<file path="config.mk">
export PLATFORM = sky130hd
export DESIGN_NAME = conv_encoder_flat
export DESIGN_NICKNAME = d
export VERILOG_FILES = /design/src/rtl/conv_encoder_if.sv /design/src/rtl/conv_encoder.sv /design/src/flat_wrapper.sv
export SDC_FILE = /design/constraint.sdc
export NUM_CORES = 1
export LEC_CHECK = 0
export ABC_AREA = 1
export CAP_MARGIN = 30
export CORE_ASPECT_RATIO = 0.6
export CORE_UTILIZATION = 35
export DETAILED_ROUTE_END_ITERATION = 7
export PLACE_DENSITY = 0.54
export SLEW_MARGIN = 20
export SYNTH_ARGS = -nofsm -noshare
export SYNTH_HDL_FRONTEND = slang
export SYNTH_SLANG_ARGS = --single-unit
</file>
<file path="constraint.sdc">
create_clock -name clk_sig -period 2.2 [get_ports clk_sig]
set_input_delay 0.33 -clock clk_sig [delete_from_list [all_inputs] [get_ports clk_sig]]
set_output_delay 0.33 -clock clk_sig [all_outputs]
set_load 0.05 [all_outputs]
</file>
<file path="src/rtl/conv_encoder_if.sv">
// ---------------------------------------------------------------------------
// conv_encoder_if
// Symbol-level bus between a frame source and the convolutional encoder.
//
// Handshake: the source presents start_sig/data_sig alongside a one-cycle
// tick_sig strobe; the encoder samples them only on tick cycles. A frame is
// accepted only when ready_sig=1 (encoder idle) and a tick carries
// start_sig=1. The source then provides one data_sig bit per tick until
// FRAME_LEN bits have been consumed. code_sig is meaningful while
// code_valid_sig=1, and frame_done_sig pulses once at the end of each frame.
//
// Signals:
//   tick_sig        source -> encoder  symbol strobe
//   start_sig       source -> encoder  frame start request
//   data_sig        source -> encoder  information bit
//   code_sig[1:0]   encoder -> sink    code word, [1]=G0 bit, [0]=G1 bit
//   code_valid_sig  encoder -> sink    code word belongs to current frame
//   ready_sig       encoder -> source  encoder is idle
//   frame_done_sig  encoder -> sink    end-of-frame pulse
// ---------------------------------------------------------------------------
interface conv_encoder_if;
  logic       tick_sig;
  logic       start_sig;
  logic       data_sig;
  logic [1:0] code_sig;
  logic       code_valid_sig;
  logic       ready_sig;
  logic       frame_done_sig;

  modport master (
    output tick_sig, start_sig, data_sig,
    input  code_sig, code_valid_sig, ready_sig, frame_done_sig
  );

  modport slave (
    input  tick_sig, start_sig, data_sig,
    output code_sig, code_valid_sig, ready_sig, frame_done_sig
  );
endinterface

</file>
<file path="src/rtl/conv_encoder.sv">
// ---------------------------------------------------------------------------
// conv_encoder
// Rate-1/2 feed-forward convolutional encoder with zero-terminated frames.
// Each frame encodes FRAME_LEN information bits followed by K-1 zero tail
// bits, so every frame leaves the shift register all-zero.
//
// Ports:
//   clk_sig       clock, rising edge
//   reset_sig     asynchronous active-low reset
//   bus           conv_encoder_if.slave (tick/start/data in, code/status out)
//   state_dbg_o   current FSM state (0=IDLE, 1=ENCODE, 2=FLUSH)
//   sr_dbg_o      current memory register contents, bit 0 newest
// ---------------------------------------------------------------------------
module conv_encoder #(
  parameter int           K         = 3,
  parameter logic [K-1:0] G0        = 3'b111,
  parameter logic [K-1:0] G1        = 3'b101,
  parameter int           FRAME_LEN = 8
) (
  input  logic                clk_sig,
  input  logic                reset_sig,
  conv_encoder_if.slave       bus,
  output logic [1:0]          state_dbg_o,
  output logic [K-2:0]        sr_dbg_o
);

  localparam int CW = $clog2(FRAME_LEN + 1);
  localparam int TW = $clog2(K);

  typedef enum logic [1:0] {
    S_IDLE   = 2'd0,
    S_ENCODE = 2'd1,
    S_FLUSH  = 2'd2
  } state_t;

  state_t         state_q;
  logic [K-2:0]   sr_q;
  logic [CW-1:0]  cnt_q;
  logic [TW-1:0]  tail_q;
  logic [1:0]     code_q;
  logic           valid_q;
  logic           ready_q;
  logic           done_q;

  logic           u;
  logic [K-1:0]   window;
  logic [1:0]     code_d;
  logic [K-2:0]   sr_d;

  // Window is {u, sr[0], ..., sr[K-2]}: the newest register bit sits just
  // below the input, so the register is bit-reversed into the window.
  always_comb begin
    u      = (state_q == S_ENCODE) ? bus.data_sig : 1'b0;
    window = '0;
    window[K-1] = u;
    for (int i = 0; i < K - 1; i++) begin
      window[K-2-i] = sr_q[i];
    end
    code_d = {^(G0 & window), ^(G1 & window)};
    sr_d   = {sr_q[K-3:0], u};
  end

  always_ff @(posedge clk_sig or negedge reset_sig) begin
    if (!reset_sig) begin
      state_q <= S_IDLE;
      sr_q    <= '0;
      cnt_q   <= '0;
      tail_q  <= '0;
      code_q  <= 2'b00;
      valid_q <= 1'b0;
      ready_q <= 1'b1;
      done_q  <= 1'b0;
    end else begin
      // frame_done is a single-clock pulse, independent of the tick rate.
      done_q <= 1'b0;
      if (bus.tick_sig) begin
        case (state_q)
          S_IDLE: begin
            // The first idle tick after a frame retires the last tail word.
            valid_q <= 1'b0;
            if (bus.start_sig) begin
              sr_q    <= '0;
              cnt_q   <= '0;
              tail_q  <= '0;
              ready_q <= 1'b0;
              state_q <= S_ENCODE;
            end
          end
          S_ENCODE: begin
            code_q  <= code_d;
            valid_q <= 1'b1;
            sr_q    <= sr_d;
            if (cnt_q == CW'(FRAME_LEN - 1)) begin
              cnt_q   <= '0;
              state_q <= S_FLUSH;
            end else begin
              cnt_q <= cnt_q + CW'(1);
            end
          end
          S_FLUSH: begin
            code_q <= code_d;
            sr_q   <= sr_d;
            if (tail_q == TW'(K - 2)) begin
              tail_q  <= '0;
              ready_q <= 1'b1;
              done_q  <= 1'b1;
              state_q <= S_IDLE;
            end else begin
              tail_q <= tail_q + TW'(1);
            end
          end
          default: begin
            ready_q <= 1'b1;
            state_q <= S_IDLE;
          end
        endcase
      end
    end
  end

  assign bus.code_sig       = code_q;
  assign bus.code_valid_sig = valid_q;
  assign bus.ready_sig      = ready_q;
  assign bus.frame_done_sig = done_q;
  assign state_dbg_o        = state_q;
  assign sr_dbg_o           = sr_q;

endmodule

</file>
<file path="src/flat_wrapper.sv">
// flat-port wrapper written by rule: the top's interface ports become plain ports
module conv_encoder_flat 
#(
  parameter int           K         = 3,
  parameter logic [K-1:0] G0        = 3'b111,
  parameter logic [K-1:0] G1        = 3'b101,
  parameter int           FRAME_LEN = 8
)
  (clk_sig, reset_sig, state_dbg_o, sr_dbg_o, bus_tick_sig, bus_start_sig, bus_data_sig, bus_code_sig, bus_code_valid_sig, bus_ready_sig, bus_frame_done_sig);
  conv_encoder_if bus_i ();
  input  logic clk_sig;
  input  logic reset_sig;
  output logic [1:0] state_dbg_o;
  output logic [K-2:0] sr_dbg_o;
  input wire logic [$bits(bus_i.tick_sig)-1:0] bus_tick_sig;
  input wire logic [$bits(bus_i.start_sig)-1:0] bus_start_sig;
  input wire logic [$bits(bus_i.data_sig)-1:0] bus_data_sig;
  output wire logic [$bits(bus_i.code_sig)-1:0] bus_code_sig;
  output wire logic [$bits(bus_i.code_valid_sig)-1:0] bus_code_valid_sig;
  output wire logic [$bits(bus_i.ready_sig)-1:0] bus_ready_sig;
  output wire logic [$bits(bus_i.frame_done_sig)-1:0] bus_frame_done_sig;
  assign bus_i.tick_sig = bus_tick_sig;
  assign bus_i.start_sig = bus_start_sig;
  assign bus_i.data_sig = bus_data_sig;
  assign bus_code_sig = bus_i.code_sig;
  assign bus_code_valid_sig = bus_i.code_valid_sig;
  assign bus_ready_sig = bus_i.ready_sig;
  assign bus_frame_done_sig = bus_i.frame_done_sig;
  conv_encoder #(.K(K), .G0(G0), .G1(G1), .FRAME_LEN(FRAME_LEN)) u_core (.clk_sig(clk_sig), .reset_sig(reset_sig), .bus(bus_i), .state_dbg_o(state_dbg_o), .sr_dbg_o(sr_dbg_o));
endmodule
</file>
### After elaboration in Yosys (flattened, before gate mapping)

Index checks and enable logic that the tools add are counted.
Widths: inputs -> output; s select.

* flip-flop bits (word level): 15
* output and inout bits: 9
* logic and storage cells: 51
* input bits: 5

* $add $sub $neg: 2
* reductions and logical operators: 14
* mux-type cells: 19
* eq/ne operators: 7
* bitwise operators: 1

Operators by type and width (count)
* $mux 2: 5
* $reduce_and 3->1: 3
* $mux 4: 2
* $pmux 2 s2: 2
* $pmux 4 s2: 1
* $reduce_and 4->1: 2
* $mux 1: 6
* $pmux 2 s3: 1
* $reduce_bool 2->1: 3
* $reduce_xor 3->1: 2
* $add 4x1->4 const B: 1
* $eq 2x1->1 const B: 2
* $eq 4x3->1 const B: 1
* $ne 2x2->1 const B: 2
* $reduce_and 2->1: 2
* $pmux 1 s3: 1
* $add 2x1->2 const B: 1
* $eq 2x2->1 const B: 1
* $logic_not 2->1: 1
* $ne 2x1->1 const B: 1
* $pmux 1 s2: 1
* $reduce_or 2->1: 1
* $not 1->1: 1

### Logic depth before layout (Yosys ltp)

* depth after elaboration: 4
* mapped depth: 8

### Worst setup path before layout

Ideal clock, no wire load.

* kind: register -> register
* start point: register u_core.state_q[0], in the netlist u_core.state_dbg_o[0]
* end point: register u_core.code_q[1], in the netlist u_core.bus.code_sig[1]
* path buffers: 0
* clock period less this slack: 1.720 ns
* arrival time: 1.604 ns
* setup time: 0.115 ns
* cell stages (with the launch flop): 8
* path slack: 0.480 ns
* cell sequence: dfrtp_1 inv_1 ha_1 nand2_1 inv_1 or2_1 nand2_1 nor2_1

* word-level cells in the longest chain between the ends: 3
* elaborated cells between the ends (all ways): 6

RTL lines
* start: declaration: RTL line conv_encoder.sv:36 `state_t state_q;`
* start signal: assignment: RTL line conv_encoder.sv:65 `state_q <= S_IDLE;`
* start signal: assignment: RTL line conv_encoder.sv:86 `state_q <= S_ENCODE;`
* start signal: assignment: RTL line conv_encoder.sv:95 `state_q <= S_FLUSH;`
* $eq 2x1->1 / $eq 2x2->1 (equally long branches): RTL line conv_encoder.sv:53, conv_encoder.sv:77
* $mux 1 / $reduce_or 2->1 (equally long branches)
* $reduce_xor 3->1 / $reduce_and 2->1 (equally long branches)
* end signal: assignment: RTL line conv_encoder.sv:90 `code_q <= code_d;`
* end signal: assignment: RTL line conv_encoder.sv:101 `code_q <= code_d;`
* end: declaration: RTL line conv_encoder.sv:40 `logic [1:0] code_q;`

Parallel ways exist; a longest one is shown, timed or not.
A chain may end at the register's enable or synchronous reset.

### Worst setup path after layout

* start point: register u_core.ready_q, in the netlist u_core.bus.ready_sig
* end point: output port bus_ready_sig

RTL lines
* start: declaration: RTL line conv_encoder.sv:42 `logic ready_q;`
* start signal: assignment: RTL line conv_encoder.sv:71 `ready_q <= 1'b1;`
* start signal: assignment: RTL line conv_encoder.sv:85 `ready_q <= 1'b0;`
* start signal: assignment: RTL line conv_encoder.sv:105 `ready_q <= 1'b1;`
* end: declaration: RTL line flat_wrapper.sv:20 `output wire logic [$bits(bus_i.ready_sig)-1:0] bus_ready_sig;`

No word-level cell between the ends.

==> run_results.csv <==
group,metric,value,unit
setup_path,crit_buf_inv,1,
synth,synth_xor_area_share,0,%
setup_path,cp.required,1.87,ns
floorplan,initial_core_util,38.35,%
grt,use_met1,20.45,%
synth,ys_ff_latch,15,
finish,layout_commonest_cell,"nand2_1",
power,p_leak,0.5296,nW
clock_tree,post_cts_resized,0,
grt,grt_max_degree,16,
timing,rsz0062_at_grt,"no",
power,p_comb_share,55.1,%
setup_path,crit_start,"u_core.bus.ready_sig",
routing,avgRoutedWirePerCell,10.88,um
grt,grt_pass1_wl,2794,um
placed_design,dp_hpwl,1293,um
power,p_int,0.0007805,W
clock_tree,post_cts_buffers,0,
floorplan,die_h,40.28,um
synth,syn_nets,121,
grt,grt_pass1_vias,643,
power,p_sw,0.0007434,W
clock_tree,cts_buffer_depth,2,
finish,final_layout_size_suffix_gt1_share,8.730,%
grt,grt.busiest_layer,"met2",
routing,drc,0,
floorplan,dieArea,0.002650,mm2
synth,syn_area,854.6,um2
timing,finClkSkew,0.003849,ns
routing,routed_wl,1698,um
synth,netlist_instances,109,
routing,drt_pre_antenna_iters,4,
finish,layout-area-overhead-vs-synth,24.89,%
placed_design,gp_congestion,0.7102,
setup_path,critPathCapture,"bus_ready_sig",
setup_path,cp-start-kind,"flop",
setup_path,path_depth,1,
setup_path,ff2ff_path_depth,7,
grt,grt_overflow,0,
power,peakVddDrop,1014,uV
power,switching_share,48.78,%
floorplan,io_pins,14,
synth,yosysWarnings,0,
setup_path,r2r_start,"u_core.state_dbg_o[0]",
grt,grt_antenna_before_repair,0,
finish,nets,139,
timing,setup_viol,0,
setup_path,worstSetupPathType,"reg2out",
clock_tree,cts-root-buf,"clkbuf_8",
synth,muxShareOfSynthArea,0,%
clock_tree,clk_pin_slew,0.06,ns
setup_path,endpoint_kind,"output pin",
power,power_frac_seq,29.8,%
synth,yosysUniqueCellTypes,20,
setup_path,ff2ff_setup_slack,0.71,ns
timing,fmax,0.5270,GHz
setup_path,crit_fanout,2,
timing,finalHoldViolations,0,
floorplan,coreArea,0.002228,mm2
timing,hold_slack,0.4716,ns
timing,maxSlewViolCount,0,
power,clkPwrFrac,15.0,%
timing,slew-limit-headroom,54.93,%
power,power_density,1428,mW/mm2
timing,finalCriticalPeriod,1.897,ns
synth,synth_top_family_by_area,"simple AND/OR/NAND/NOR gates",
min_path,hold_depth,2,
clock_tree,clkLatencyLatePin,0.25,ns
routing,drt_iter0_markers,40,
outcome,outcome,"finished, final reports clean",
setup_path,path_cells,"clkdlybuf4s50_1",
finish,final_cell_mix,"nand2_1, dfrtp_1, inv_1, clkdlybuf4s50_1, nand3_1",
clock_tree,htreeDepth,1,
synth,ys_seq_area_share,44.07,%
routing,postRouteAntennaNets,0,
job,max-cap-violations,0,
grt,use_met2,22.96,%
timing,setup-tns-final,0,ns
clock_tree,hold_buffers,0,
setup_path,cp_top_family,"buffers and inverters",
routing,vias,697,
floorplan,die-width,65.79,um
setup_path,cp_slowest_cell,"clkdlybuf4s50_1",
synth,synth-compound-area-share,4.832,%
setup_path,worst_ep_arrival_time,1.57,ns
min_path,min_path_type,"reg2reg",
synth,yosys.area_share.simple,34.26,%
floorplan,rows,13,
timing,worst_slew_pin_slew,0.6740,ns
setup_path,cpPeakStageDelay,0.79,ns
clock_tree,cts_tree,"built",
synth,synthAdderAreaFrac,10.25,%
clock_tree,clkSinkCount,15,
setup_path,reg2reg_to,"u_core.bus.code_sig[1]",
finish,insertedDiodeCount,0,
placed_design,port-buffer-count,13,
grt,met3_usage,6.818,%
timing,fin_crit_sh,86.25,%
clock_tree,cts-buffers-inserted,3,
grt,grtUsageTotal,15.53,%
synth,avgSynthCellArea,7.840,um2
routing,viasPerCell,4.468,
-- worst min-delay path by stage --
stage	slack (ns)	start	to
after floorplan	0.03	reset_sig	u_core.bus.code_sig[0]
after global placement	0.45	u_core.tail_q[1]	u_core.tail_q[1]
after detailed placement	0.46	u_core.tail_q[1]	u_core.tail_q[1]
after CTS	0.48	u_core.tail_q[1]	u_core.tail_q[1]
after global routing	0.52	u_core.bus.ready_sig	u_core.bus.ready_sig
final	0.47	u_core.tail_q[1]	u_core.tail_q[1]
-- Yosys cell counts --
library cell   n  share of area, %
or2_1          1              0.73
nor2_1         3               1.3
o21ai_0        2               1.2
nand3b_1       1              0.88
nand2_2        1              0.73
dfrtp_1       14                41
nand4_1        4               2.9
ha_1           7                10
and2_1         1              0.73
nand3_2        1               1.2
inv_2          2              0.88
or2_2          1              0.73
a21oi_4        1               1.9
nor2_2         1              0.73
nand3_1        9               5.3
nand2_1       42                18
o21ai_1        3               1.8
inv_1         13               5.7
nor3_1         1              0.59
dfstp_2        1               3.1
-- cell type report --
cell class	instances	area, um2
repair buffers	13	130.1
inverters	15	56.30
well taps	30	37.54
fillers	217	1161
flip-flops and latches	15	376.6
multi-input cells	79	421.7
clock buffers	4	45.04
-- power groups by stage --
stage | registers (W) | clock network [W] | logic (W)
after floorplan | 0.000674 | 0 | 0.000384
after global placement | 0.000457 | 0 | 0.000833
after detailed placement | 0.000458 | 0 | 0.000837
after CTS | 0.000454 | 0.000236 | 0.000844
after global routing | 0.000469 | 0.000244 | 0.000931
final | 0.000455 | 0.000229 | 0.000840
-- stage by stage --
stage / instances / total power, W / utilization (%) / area [um2] / setup slack, ns
3_5_place_dp: 152 / 0.001295 / 45.87 / 1022 / 0.5760
6_report: 156 / 0.001524 / 47.89 / 1067 / 0.3026
2_1_floorplan: 109 / 0.001058 / - / 854.6 / 0.4804
4_1_cts: 156 / 0.001534 / 47.89 / 1067 / 0.2902
5_1_grt: 156 / 0.001644 / 47.89 / 1067 / 0.2665
3_3_place_gp: 152 / 0.001290 / 45.87 / 1022 / 0.5680
-- layer usage --
metal | up-vias | part of all wire [%]
li1 | 377 | -
met3 | 2 | 4.8
met1 | 305 | 57
met2 | 13 | 37
met4 | 0 | 0.41
met5 | - | 0
-- cell families (layout without fill, tap and decap cells) --
group           after synthesis  after routing
fa+ha+maj                     7              7
flops                        15             15
simple gates                 66             66
buf+inv                      15             32
compound gates                6              6
-- sequential cells by signal, summed over array words and instances (netlist names) --
signal and cells:
u_core.cnt_q 4, u_core.state_dbg_o 2, u_core.bus.code_valid_sig 1, u_core.sr_dbg_o 2, u_core.bus.ready_sig 1, u_core.bus.frame_done_sig 1
u_core.bus.code_sig 2, u_core.tail_q 2
Power figures use the tool's default switching activity.
